`config.mk`:
```
export PLATFORM = sky130hd
export DESIGN_NAME = gate_bist
export DESIGN_NICKNAME = d
export VERILOG_FILES = /design/src/rtl/gate_bist_pkg.sv /design/src/rtl/gate_golden.sv /design/src/rtl/gate_bist.sv
export SDC_FILE = /design/constraint.sdc
export NUM_CORES = 1
export LEC_CHECK = 0
export ABC_AREA = 1
export BUFFER_PORTS_ARGS = -buffer_cell sky130_fd_sc_hd__buf_4
export CAP_MARGIN = 30
export CORE_MARGIN = 2
export CORE_UTILIZATION = 35
export CTS_CLUSTER_SIZE = 25
export DETAILED_ROUTE_END_ITERATION = 10
export PLACE_DENSITY = 0.65
export SYNTH_ARGS = -nofsm -noshare
export SYNTH_HDL_FRONTEND = slang
export SYNTH_SLANG_ARGS = --single-unit
export TNS_END_PERCENT = 30
```
`constraint.sdc`:
```
create_clock -name clk -period 4.3 [get_ports clk]
set_input_delay 0.86 -clock clk [delete_from_list [all_inputs] [get_ports clk]]
set_output_delay 0.86 -clock clk [all_outputs]
set_load 0.02 [all_outputs]
```
`src/rtl/gate_bist_pkg.sv`:
```
// Shared types and constants for the basic-gate BIST engine and its golden model.
package gate_bist_pkg;

  localparam int NUM_VEC   = 4;
  localparam int NUM_GATES = 6;

  // Bit positions of each gate output within the observed/expected vector
  localparam int OBS_NOT_A = 0;
  localparam int OBS_NOT_B = 1;
  localparam int OBS_AND   = 2;
  localparam int OBS_OR    = 3;
  localparam int OBS_XOR   = 4;
  localparam int OBS_NAND  = 5;

  typedef enum logic [1:0] {
    IDLE   = 2'd0,
    APPLY  = 2'd1,
    SAMPLE = 2'd2,
    DONE   = 2'd3
  } state_t;

  typedef logic [NUM_GATES-1:0] gate_vec_t;

endpackage

```
`src/rtl/gate_golden.sv`:
```
// Combinational reference for the gate cluster: maps {a,b} to the six expected outputs.
module gate_golden
  import gate_bist_pkg::*;
(
  input  logic      a,
  input  logic      b,
  output gate_vec_t expected
);

  // Build the expected vector one gate at a time, bit order matching obs
  always_comb begin
    expected            = '0;
    expected[OBS_NOT_A] = ~a;
    expected[OBS_NOT_B] = ~b;
    expected[OBS_AND]   = a & b;
    expected[OBS_OR]    = a | b;
    expected[OBS_XOR]   = a ^ b;
    expected[OBS_NAND]  = ~(a & b);
  end

endmodule

```
`src/rtl/gate_bist.sv`:
```
// BIST engine: walks {a,b} through 00..11, holds each vector SETTLE cycles,
// samples obs once per vector and accumulates per-gate and per-vector failures.
module gate_bist
  import gate_bist_pkg::*;
#(
  parameter int SETTLE = 2
) (
  input  logic                 clk,
  input  logic                 rst_n,
  input  logic                 start,
  input  logic                 abort,
  input  logic [NUM_GATES-1:0] obs,
  output logic                 a,
  output logic                 b,
  output logic                 busy,
  output logic                 done,
  output logic                 pass,
  output logic [NUM_GATES-1:0] err_mask,
  output logic [NUM_VEC-1:0]   fail_vec,
  output logic [1:0]           vec_idx
);

  // Counter only needs to hold SETTLE-1; keep at least one bit for SETTLE=1
  localparam int             CW     = (SETTLE > 1) ? $clog2(SETTLE) : 1;
  localparam logic [CW-1:0]  RELOAD = CW'(SETTLE - 1);

  state_t        state;
  logic [CW-1:0] cnt;
  gate_vec_t     expected;
  gate_vec_t     mism;
  gate_vec_t     err_next;

  gate_golden u_golden (
    .a        (a),
    .b        (b),
    .expected (expected)
  );

  // a/b come straight from registers, so the comparison is stable throughout SAMPLE
  assign mism     = obs ^ expected;
  assign err_next = err_mask | mism;

  // Run sequencer: abort beats everything, otherwise IDLE->APPLY->SAMPLE(x4)->DONE
  always_ff @(posedge clk or negedge rst_n) begin
    if (!rst_n) begin
      state    <= IDLE;
      cnt      <= '0;
      a        <= 1'b0;
      b        <= 1'b0;
      busy     <= 1'b0;
      done     <= 1'b0;
      pass     <= 1'b0;
      err_mask <= '0;
      fail_vec <= '0;
      vec_idx  <= '0;
    end else begin
      done <= 1'b0;
      if (abort && (state != IDLE)) begin
        state    <= IDLE;
        cnt      <= '0;
        a        <= 1'b0;
        b        <= 1'b0;
        busy     <= 1'b0;
        pass     <= 1'b0;
        err_mask <= '0;
        fail_vec <= '0;
        vec_idx  <= '0;
      end else begin
        case (state)
          IDLE: begin
            if (start) begin
              state    <= APPLY;
              cnt      <= RELOAD;
              {a, b}   <= 2'b00;
              vec_idx  <= 2'd0;
              busy     <= 1'b1;
              pass     <= 1'b0;
              err_mask <= '0;
              fail_vec <= '0;
            end
          end
          APPLY: begin
            if (cnt == '0) state <= SAMPLE;
            else           cnt   <= cnt - CW'(1);
          end
          SAMPLE: begin
            err_mask <= err_next;
            if (mism != '0) fail_vec[vec_idx] <= 1'b1;
            if (vec_idx != 2'd3) begin
              vec_idx <= vec_idx + 2'd1;
              {a, b}  <= vec_idx + 2'd1;
              cnt     <= RELOAD;
              state   <= APPLY;
            end else begin
              // pass must include the final vector's result, hence err_next
              state <= DONE;
              busy  <= 1'b0;
              done  <= 1'b1;
              pass  <= (err_next == '0);
            end
          end
          DONE: begin
            state   <= IDLE;
            a       <= 1'b0;
            b       <= 1'b0;
            vec_idx <= 2'd0;
          end
          default: state <= IDLE;
        endcase
      end
    end
  end

endmodule
```
After elaboration in Yosys (flattened, before gate mapping)
Cells that the tools add are included.
- multiplexer cells: 39
- magnitude comparators: 2
- $add $sub $neg: 2
- eq/ne operators: 9
- bitwise operators: 9
- reduce and logical (&&, ||, !) cells: 15
- operator list (operator ; count):
    1-bit two-way mux ; 17
    3-bit != test, second input constant ; 5
    2-bit two-way mux ; 7
    4-bit two-way mux ; 3
    6-bit two-way mux ; 2
    6-bit case mux with 2 select lines ; 1
    3-bit AND reduction ; 4
    1-bit case mux with 3 select lines ; 3
    2-bit case mux with 4 select lines ; 1
    4-bit case mux with 2 select lines ; 1
    4-bit nonzero test ; 2
    6-bit logical NOT ; 1
    6-bit OR ; 1
    2-bit case mux with 3 select lines ; 1
    6-bit nonzero test ; 1
    6-bit bitwise XOR ; 1
    2-bit == test, second input constant ; 2
    4-bit OR ; 1
    1-bit case mux with 2 select lines ; 2
    2-bit AND reduction ; 2
    2-bit by 3-bit < comparator with 1-bit output, second input constant ; 1
    1-bit inverter ; 3
    3-bit nonzero test ; 1
    2-bit by 1-bit adder with 2-bit output, second input constant ; 1
    other kinds (11) ; 12
- word-level logic and storage cells: 86
- input port bits: 10
- register bits: 20
- output and inout port bits: 17

Longest topological paths before layout
Gate-level depths: netlist of run 1.
- depth in word-level cells: 8
- mapped depth: 11
- mapped depth without buffers: 11

Hierarchy
A second synthesis of run 1 with hierarchy kept.
- cell total of the unflattened synthesis: 174
- area, all modules: 1262.5 µm²
- modules (own cells, without submodules) (module ; instances ; cells each ; sequential area each (µm²) ; area each (µm²)):
    gate_bist ; 1 ; 167 ; 450.4 ; 1209.9
    gate_golden ; 1 ; 7 ; 0.0 ; 52.6

Least setup slack after synthesis of run 1
Ideal clock, no wire load.
- path type: register -> register
- start: reg a
- end: reg fail_vec[1]
- period minus slack after synthesis: 1607 ps
- stages on the path, launching flop included: 11
- required time: 4183 ps
- path buffers: 0
- setup time: 117 ps
- arrival: 1490 ps
- setup slack: 2693 ps
- cells stage by stage: dfrtp_1 -> inv_1 -> ha_1 -> inv_1 -> nand2_1 -> nand2_1 -> nand2_1 -> nor2_2 -> nand2_4 -> nand3_1 -> nand2_1
- word-level cells in the longest chain between the ends: 6
- elaborated cells on any way between the ends: 9
- those cells by class: 1 x eq/ne; 6 x bitwise; 2 x reduce/logical
- RTL lines (element ; line ; source):
    from (decl) ; gate_bist.sv:13 ; output logic a,
    from (signal assigned) ; gate_bist.sv:91 ; {a, b} <= vec_idx + 2'd1;
    1-bit bitwise AND ; gate_golden.sv:15, gate_golden.sv:18 ;
    1-bit inverter ; gate_golden.sv:18 ; expected[OBS_NAND] = ~(a & b);
    6-bit bitwise XOR (*) ; gate_bist.sv:40 ; assign mism = obs ^ expected;
    6-bit nonzero test (*) ; gate_bist.sv:88 ; if (mism != '0) fail_vec[vec_idx] <= 1'b1;
    3-bit != test (no line) (*) ; - ;
    3-bit AND reduction (no line) (*) ; - ;
    to (signal assigned) ; gate_bist.sv:54 ; fail_vec <= '0;
    to (signal assigned) ; gate_bist.sv:66 ; fail_vec <= '0;
    to (signal, indexed assignment) ; gate_bist.sv:88 ;
    to (decl) ; gate_bist.sv:19 ; output logic [NUM_VEC-1:0] fail_vec,
Mark *: on every way between the ends. The rest lies on a longest branch, timed or not.
A chain may end at the register's enable or synchronous reset.

==> summary.md, run 1 <==
| Metric | Value |
|---|---|
| Clock buffer count from CTS | `3` |
| First-pass GRT wire length | `3880 um` |
| Post-synth top cells | `37 x nand2_1, 18 x dfrtp_1, 14 x inv_1, 14 x nor2_1, 12 x nand3_1` |
| Post-DRT Antenna Nets | `0` |
| Worst slew pin tran | `0.330 ns` |
| Vias in the first global route | `904` |
| RSZ-0062 raised after global routing | `no` |
| Seq/Total Area, Yosys | `39.0%` |
| Port Buffers | `26` |
| Post-CTS resize count | `0` |
| Final setup fails | `0` |
| Synth Warn # | `0` |
| Pwr Density | `roughly 630 nW/um2` |
| Num ports | `27` |
| Initial antenna violation count | `0` |
| DRC viols | `0` |
| Setup Skew | `0.00539 ns` |
| Total gr overflow | `0` |
| Crit-path leading delay family | `flip-flops` |
| CTS H-Tree Depth | `1` |
| Final Instance Area | `1430 um2` |
| Area Overhead vs Synth | `23.5%` |
| Diode count | `0` |
| Chip Height | `61.4 um` |
| Drt first-iter violations | `28` |
| Post-synth EDFFs | `0` |
| Worst r2r dst | `fail_vec[2]$_DFFE_PN0P_` |
| Setup WS pre-CTS | `between 2 and 3 ns` |
| Maximum VDD drop | `0.228 mV` |
| Clk buf depth | `2` |
| PnR Total Power | `0.901 mW` |
| Lkg Pwr | `0.767 nW` |
| Setup TNS | `0 ns` |
| Status | `finished, final reports clean` |
| Critical-path top delay cell | `dfrtp_1` |
| Rows | `20` |
| Rel. slew slack | `77.9%` |
| Initial core utilization | `37.2%` |
| Worst Slack Setup Final | `2.44 ns` |
| Routed WL | `2390 um` |
| Post-Syn Nets | `around 170` |
| Worst path cell trace | `buf_4` |
| Post-DR wirelength/cell | `10.9 um` |
| Pin count of the biggest net entering global routing | `19` |
| Tcrit/Tclk final | `about 43%` |
| Worst Path Arrival | `1.00 ns` |
| Register bit total from synthesis | `18` |
| Clock latency on the worst-skew pair | `around 0.30 ns` |
| Syn Inst Count | `around 150` |
| Final hold slack | `0.404 ns` |
| Top-count cell post-synth | `nand2_1` |
| Tmin final | `1.86 ns` |
| Mapped Area | `1150 um2` |
| FFs w/ async S/R, synth | `100%` |
| Share of cells above drive strength 1 | `a little under 30%` |
| Main synth FF type | `dfrtp_1` |
| Layout Cells excl Fill | `approximately 220` |
| Worst hold path type | `in2async` |
| Core area | `3100 um2` |
| Crit path buf inv count | `1` |
| Total track usage | `between 10% and 20%` |
| CP required | `3.44 ns` |
| Synth top area cells | `dfrtp_1 39%, nand2_1 12%, ha_1 8.7%` |
| Router iterations before antenna repair | `4` |
| Crit path launch type | `register` |
| Vias | `approximately 1000` |
| Placed Instance Area | `1390 um2` |
| Area leader, netlist | `dfrtp_1` |
| Worst reg-to-reg setup slack | `~2.6 ns` |
| Reg2Reg Launch Point | `a$_DFFE_PN0P_` |
| Final Util | `45.9%` |
| Nets | `194` |
| Avg Inst Size Synth | `7.85 um2` |
| Clock transition at path regs | `0.11 ns` |
| Post-CTS Setup Inserts | `0` |
| Peak per-stage delay on the critical path | `0.50 ns` |
| Hold_buf cts | `0` |
| Crit Path Category | `reg2out` |
| # Max-Cap Violations | `0` |
| Share of the synthesized area in the top cell type | `roughly 39%` |
| Max Freq | `539 MHz` |
| Worst reg-to-reg path cell count | `10` |
| DIE AREA | `3770 um2` |
| Final hold violation count | `0` |
| Clock root buffer master | `clkbuf_4` |
| Cell variety after synth | `23` |
| Die W | `61.4 um` |
| TritonCTS clock tree | `yes` |
| Hpwl dp | `1960 um` |
| Placed Cells | `215` |
| Max-slew violation count | `0` |
| Via/cell ratio | `4.56` |
| Num Clock Sinks | `18` |
| Worst setup EP type | `primary output` |
| Routability cong. | `0.770` |
| Critical-path maximum fanout | `7` |
==> layout by cell type (no fill, tap or decap), drive strengths merged, types with 2 or more instances in the layout <==
cell type,instances
dfrtp,18
ha,8
nand2,44
nor2,20
inv,21
buf,26
nand3,13
o21ai,7
clkbuf,4
nand4,2
a21oi,8
==> sequential cells by signal, summed over array words and instances (netlist names) <==
name	flops
cnt	1
pass	1
done	1
fail_vec	4
a	1
err_mask	6
state	2
busy	1
vec_idx	1
==> metal layers <==
layer / up-vias / wire [um] / GRT usage, % / share of wire [%]
li1: 522 / - / - / -
met3: 4 / 70 / 2.10 / 2.9
met4: 0 / 57 / 7.60 / 2.4
met5: - / 0 / 0 / 0
met2: 20 / 1170 / 24.6 / 49
met1: 453 / 1090 / 17.3 / 46
==> how the worst max path moves through the flow <==
stage | start | endpoint | slack [ns] | cells after the start
after detailed placement | abort | fail_vec[2]$_DFFE_PN0P_ | 2.52 | 7
after global placement | abort | fail_vec[2]$_DFFE_PN0P_ | 2.53 | 7
after global routing | a$_DFFE_PN0P_ | vec_idx[1] | 2.39 | 1
after floorplan | a$_DFFE_PN0P_ | fail_vec[1]$_DFFE_PN0P_ | 2.69 | 10
final | a$_DFFE_PN0P_ | vec_idx[1] | 2.44 | 1
after CTS | a$_DFFE_PN0P_ | a | 2.44 | 1
==> logic make-up after synthesis <==
logic type | count (synthesis) | synth area share, %
adder cells (fa/ha/maj) | 8 | 8.68
AND/OR/NAND/NOR | 79 | 33.4
buffers and inverters | 23 | 8.57
AO/OA/AOI/OAI | 18 | 9.54
flip-flops | 18 | 39.0
XOR/XNOR | 1 | 0.759
==> power breakdown <==
part	internal (mW)	total, mW	switching [mW]
Sequential	0.223	0.266	0.0438
Clock	0.0516	0.108	0.0559
Combinational	0.194	0.527	0.332
Total	0.469	0.901	0.432
==> layout make-up <==
type | instances | area, um2
clock buffers | 4 | 36.3
fillers | 343 | 1680
flip-flops and latches | 18 | 450
well taps | 44 | 55.1
multi-input cells | 106 | 604
repair buffers | 26 | 195
inverters | 21 | 83.8
Note: power is estimated with default switching activity, not from simulation.
==> inputs of run 2 (changes only) <==
Settings changed: PLACE_DENSITY 0.65 to 0.67.
Clock period 4.3 ns to 1.5 ns, I/O delays scaled along.
==> run 2 against run 1 <==
Total power grew to 3.5 times the previous value. Global-route usage grew 1.1 points. Register-to-register slack lost 2.6 ns. Utilization grew 8.1 points. Sequential cell count is the same. Highest routed layer unchanged.
==> summary.md, run 2 (synthesis results as in run 1) <==
| Metric | Value |
|---|---|
| TritonCTS clock tree | `yes` |
| Final hold violation count | `0` |
| Routed WL | `about 2900 um` |
| Routability cong. | `just over 0.8` |
| Die W | `around 61 um` |
| Worst Path Arrival | `1.68 ns` |
| Via/cell ratio | `4.75` |
| Reg2Reg Launch Point | `state[1]$_DFFE_PN0P_` |
| DIE AREA | `3770 um2` |
| Sw frac | `between 40% and 50%` |
| Area Overhead vs Synth | `45.4%` |
| Largest register FFs | `6` |
| CP required | `1.70 ns` |
| Lkg Pwr | `around 0.86 nW` |
| Worst hold path type | `in2reg` |
| First-pass GRT wire length | `4290 um` |
| Total track usage | `15.4%` |
| HP Start | `obs[4]` |
| Worst reg-to-reg path cell count | `8` |
| Initial core utilization | `37.2%` |
| Clock latency on the worst-skew pair | `0.30 ns` |
| Maximum VDD drop | `0.611 mV` |
| Placed Cells | `between 200 and 250` |
| Crit path launch type | `register` |
| RSZ-0062 raised after global routing | `yes` |
| Post-DR wirelength/cell | `~12 um` |
| Hold EP | `err_mask[4]$_DFFE_PN0P_` |
| Layout Cells excl Fill | `232` |
| Worst setup EP type | `register` |
| Vias in the first global route | `between 1k and 1.5k` |
| Diode count | `0` |
| Worst path cell trace | `inv_2, ha_4, inv_6, buf_6, nand3_4, nand2_4, nor2_4, o21ba_1` |
| Clock transition at path regs | `0.11 ns` |
| Tmin final | `around 1.5 ns` |
| Worst reg-to-reg setup slack | `a little over 0.02 ns` |
| Register Area | `453 um2` |
| Pwr Density | `roughly 1900 nW/um2` |
| Status | `finished, final reports clean` |
| Fill cells | `between 200 and 300` |
| Pin count of the biggest net entering global routing | `19` |
| Router iterations before antenna repair | `4` |
| Share of cells above drive strength 1 | `42.6%` |
| Critical-path top delay cell | `dfrtp_1` |
| Hold path cells | `4` |
| Core area | `3100 um2` |
| Nets | `207` |
| Clock buffer count from CTS | `3` |
| DRC viols | `0` |
| Num ports | `27` |
| Num Clock Sinks | `18` |
| Total gr overflow | `0` |
| Rows | `20` |
| Vias | `1102` |
| Initial antenna violation count | `0` |
| CTS H-Tree Depth | `1` |
| Crit path buf inv count | `3` |
| Chip Height | `roughly 60 um` |
| Area of the multi-input gates | `721 um2` |
| Clk buf depth | `2` |
| Clock power frac | `around 10%` |
| Drt first-iter violations | `34` |
| Final setup fails | `0` |
| Final Instance Area | `1680 um2` |
| Tcrit/Tclk final | `a little over nine tenths` |
| Placed Instance Area | `1480 um2` |
| Rel. slew slack | `83.8%` |
| Biggest register | `err_mask` |
| Max Freq | `676 MHz` |
| Power share of the combinational group | `65.9%` |
| Port Buffers | `26` |
| Cell Int Power | `1.66 mW` |
| Most frequent cells in the layout | `34 x nand2_1, 34 x buf_4, 16 x dfrtp_1` |
| Crit-path leading delay family | `flip-flops` |
| Max-slew violation count | `0` |
| Psw | `~1.5 mW` |
| Post-DRT Antenna Nets | `0` |
| Hpwl dp | `about 2100 um` |
| Worst slew pin tran | `0.243 ns` |
| # Max-Cap Violations | `0` |
| Clock root buffer master | `clkbuf_4` |
| Peak per-stage delay on the critical path | `0.45 ns` |
| Critical-path maximum fanout | `6` |
| Seq pwr share | `24.1%` |
| Crit Path Category | `reg2reg` |
| Biggest regs | `err_mask x6, fail_vec x4, state x2` |
| Setup Skew | `0.00201 ns` |
| Worst r2r dst | `err_mask[3]$_DFFE_PN0P_` |
[run 2: cell count changes in the layout (fill, tap and decap cells not counted), moves of 3 or more]
cell     change
buf_4        +8
buf_6        +3
nor2_2       -3
ha_1         -4
nand2_1      -3
nor2_4       +3
ha_4         +3
[run 2: worst max path at each step]
| stage | from | end | cells past startpoint | slack (ns) |
|---|---|---|---|---|
| after floorplan | a$_DFFE_PN0P_ | fail_vec[1]$_DFFE_PN0P_ | 10 | 0.06 |
| after global placement | a$_DFFE_PN0P_ | fail_vec[1]$_DFFE_PN0P_ | 10 | 0.05 |
| after detailed placement | a$_DFFE_PN0P_ | fail_vec[0]$_DFFE_PN0P_ | 10 | 0.01 |
| after CTS | a$_DFFE_PN0P_ | fail_vec[0]$_DFFE_PN0P_ | 11 | 0.007 |
| after global routing | state[1]$_DFFE_PN0P_ | a$_DFFE_PN0P_ | 10 | -0.07 |
| final | state[1]$_DFFE_PN0P_ | err_mask[3]$_DFFE_PN0P_ | 8 | 0.02 |
[run 2: worst register-to-register path: cells and delay by family, from the launching register on]
kind / cells / cell delay (ns)
buffers and inverters: 3 / 0.27
AND/OR/NAND/NOR: 3 / 0.35
flip-flops: 1 / 0.45
adder cells (fa/ha/maj): 1 / 0.15
AO/OA/AOI/OAI: 1 / 0.17
[run 2: final cells by class]
type                       instances  area share [%]
timing repair buffer              39            19.0
multi-input combinational        106            43.0
tap                               44            3.28
sequential                        18            27.0
clock buffer                       4            2.16
inverter                          21            5.59
[run 2: power groups by stage]
stage          clock network [mW]  logic (mW)  registers [mW]
2_1_floorplan                   0        1.02           0.886
3_3_place_gp                    0        1.72           0.748
3_5_place_dp                    0        1.76           0.754
4_1_cts                     0.322        1.77           0.743
5_1_grt                     0.351        2.28           0.779
6_report                    0.315        2.07           0.760
[run 2: timing repair]
item | CTS | global route
pin swaps | 0 | 7
endpoints found under the setup margin | 4 | 17
resized for setup | 1 | 27
hold buffers | 1 | 0
hold endpoints to repair | 18 | 0
setup buffers | 0 | 3
[run 2: routing by layer]
layer | vias to the layer above | wire [um] | global-route usage (%)
li1 | 545 | - | -
met2 | 36 | 1420 | 25.7
met4 | 0 | 43 | 5.47
met1 | 513 | 1270 | 20.2
met5 | - | 0 | 0
met3 | 8 | 120 | 2.52
[run 2: metrics by stage]
step	setup TNS, ns	hold WS [ns]	util [%]	power (mW)	setup WS (ns)
floorplan	0	0.00441	-	1.91	0.0579
global placement	0	0.181	47.8	2.47	0.0512
detailed placement	0	0.190	47.8	2.51	0.0119
CTS	0	0.301	49.5	2.84	0.00686
global route	-0.472	0.324	54.1	3.41	-0.0696
finish	0	0.302	54.1	3.15	0.0205
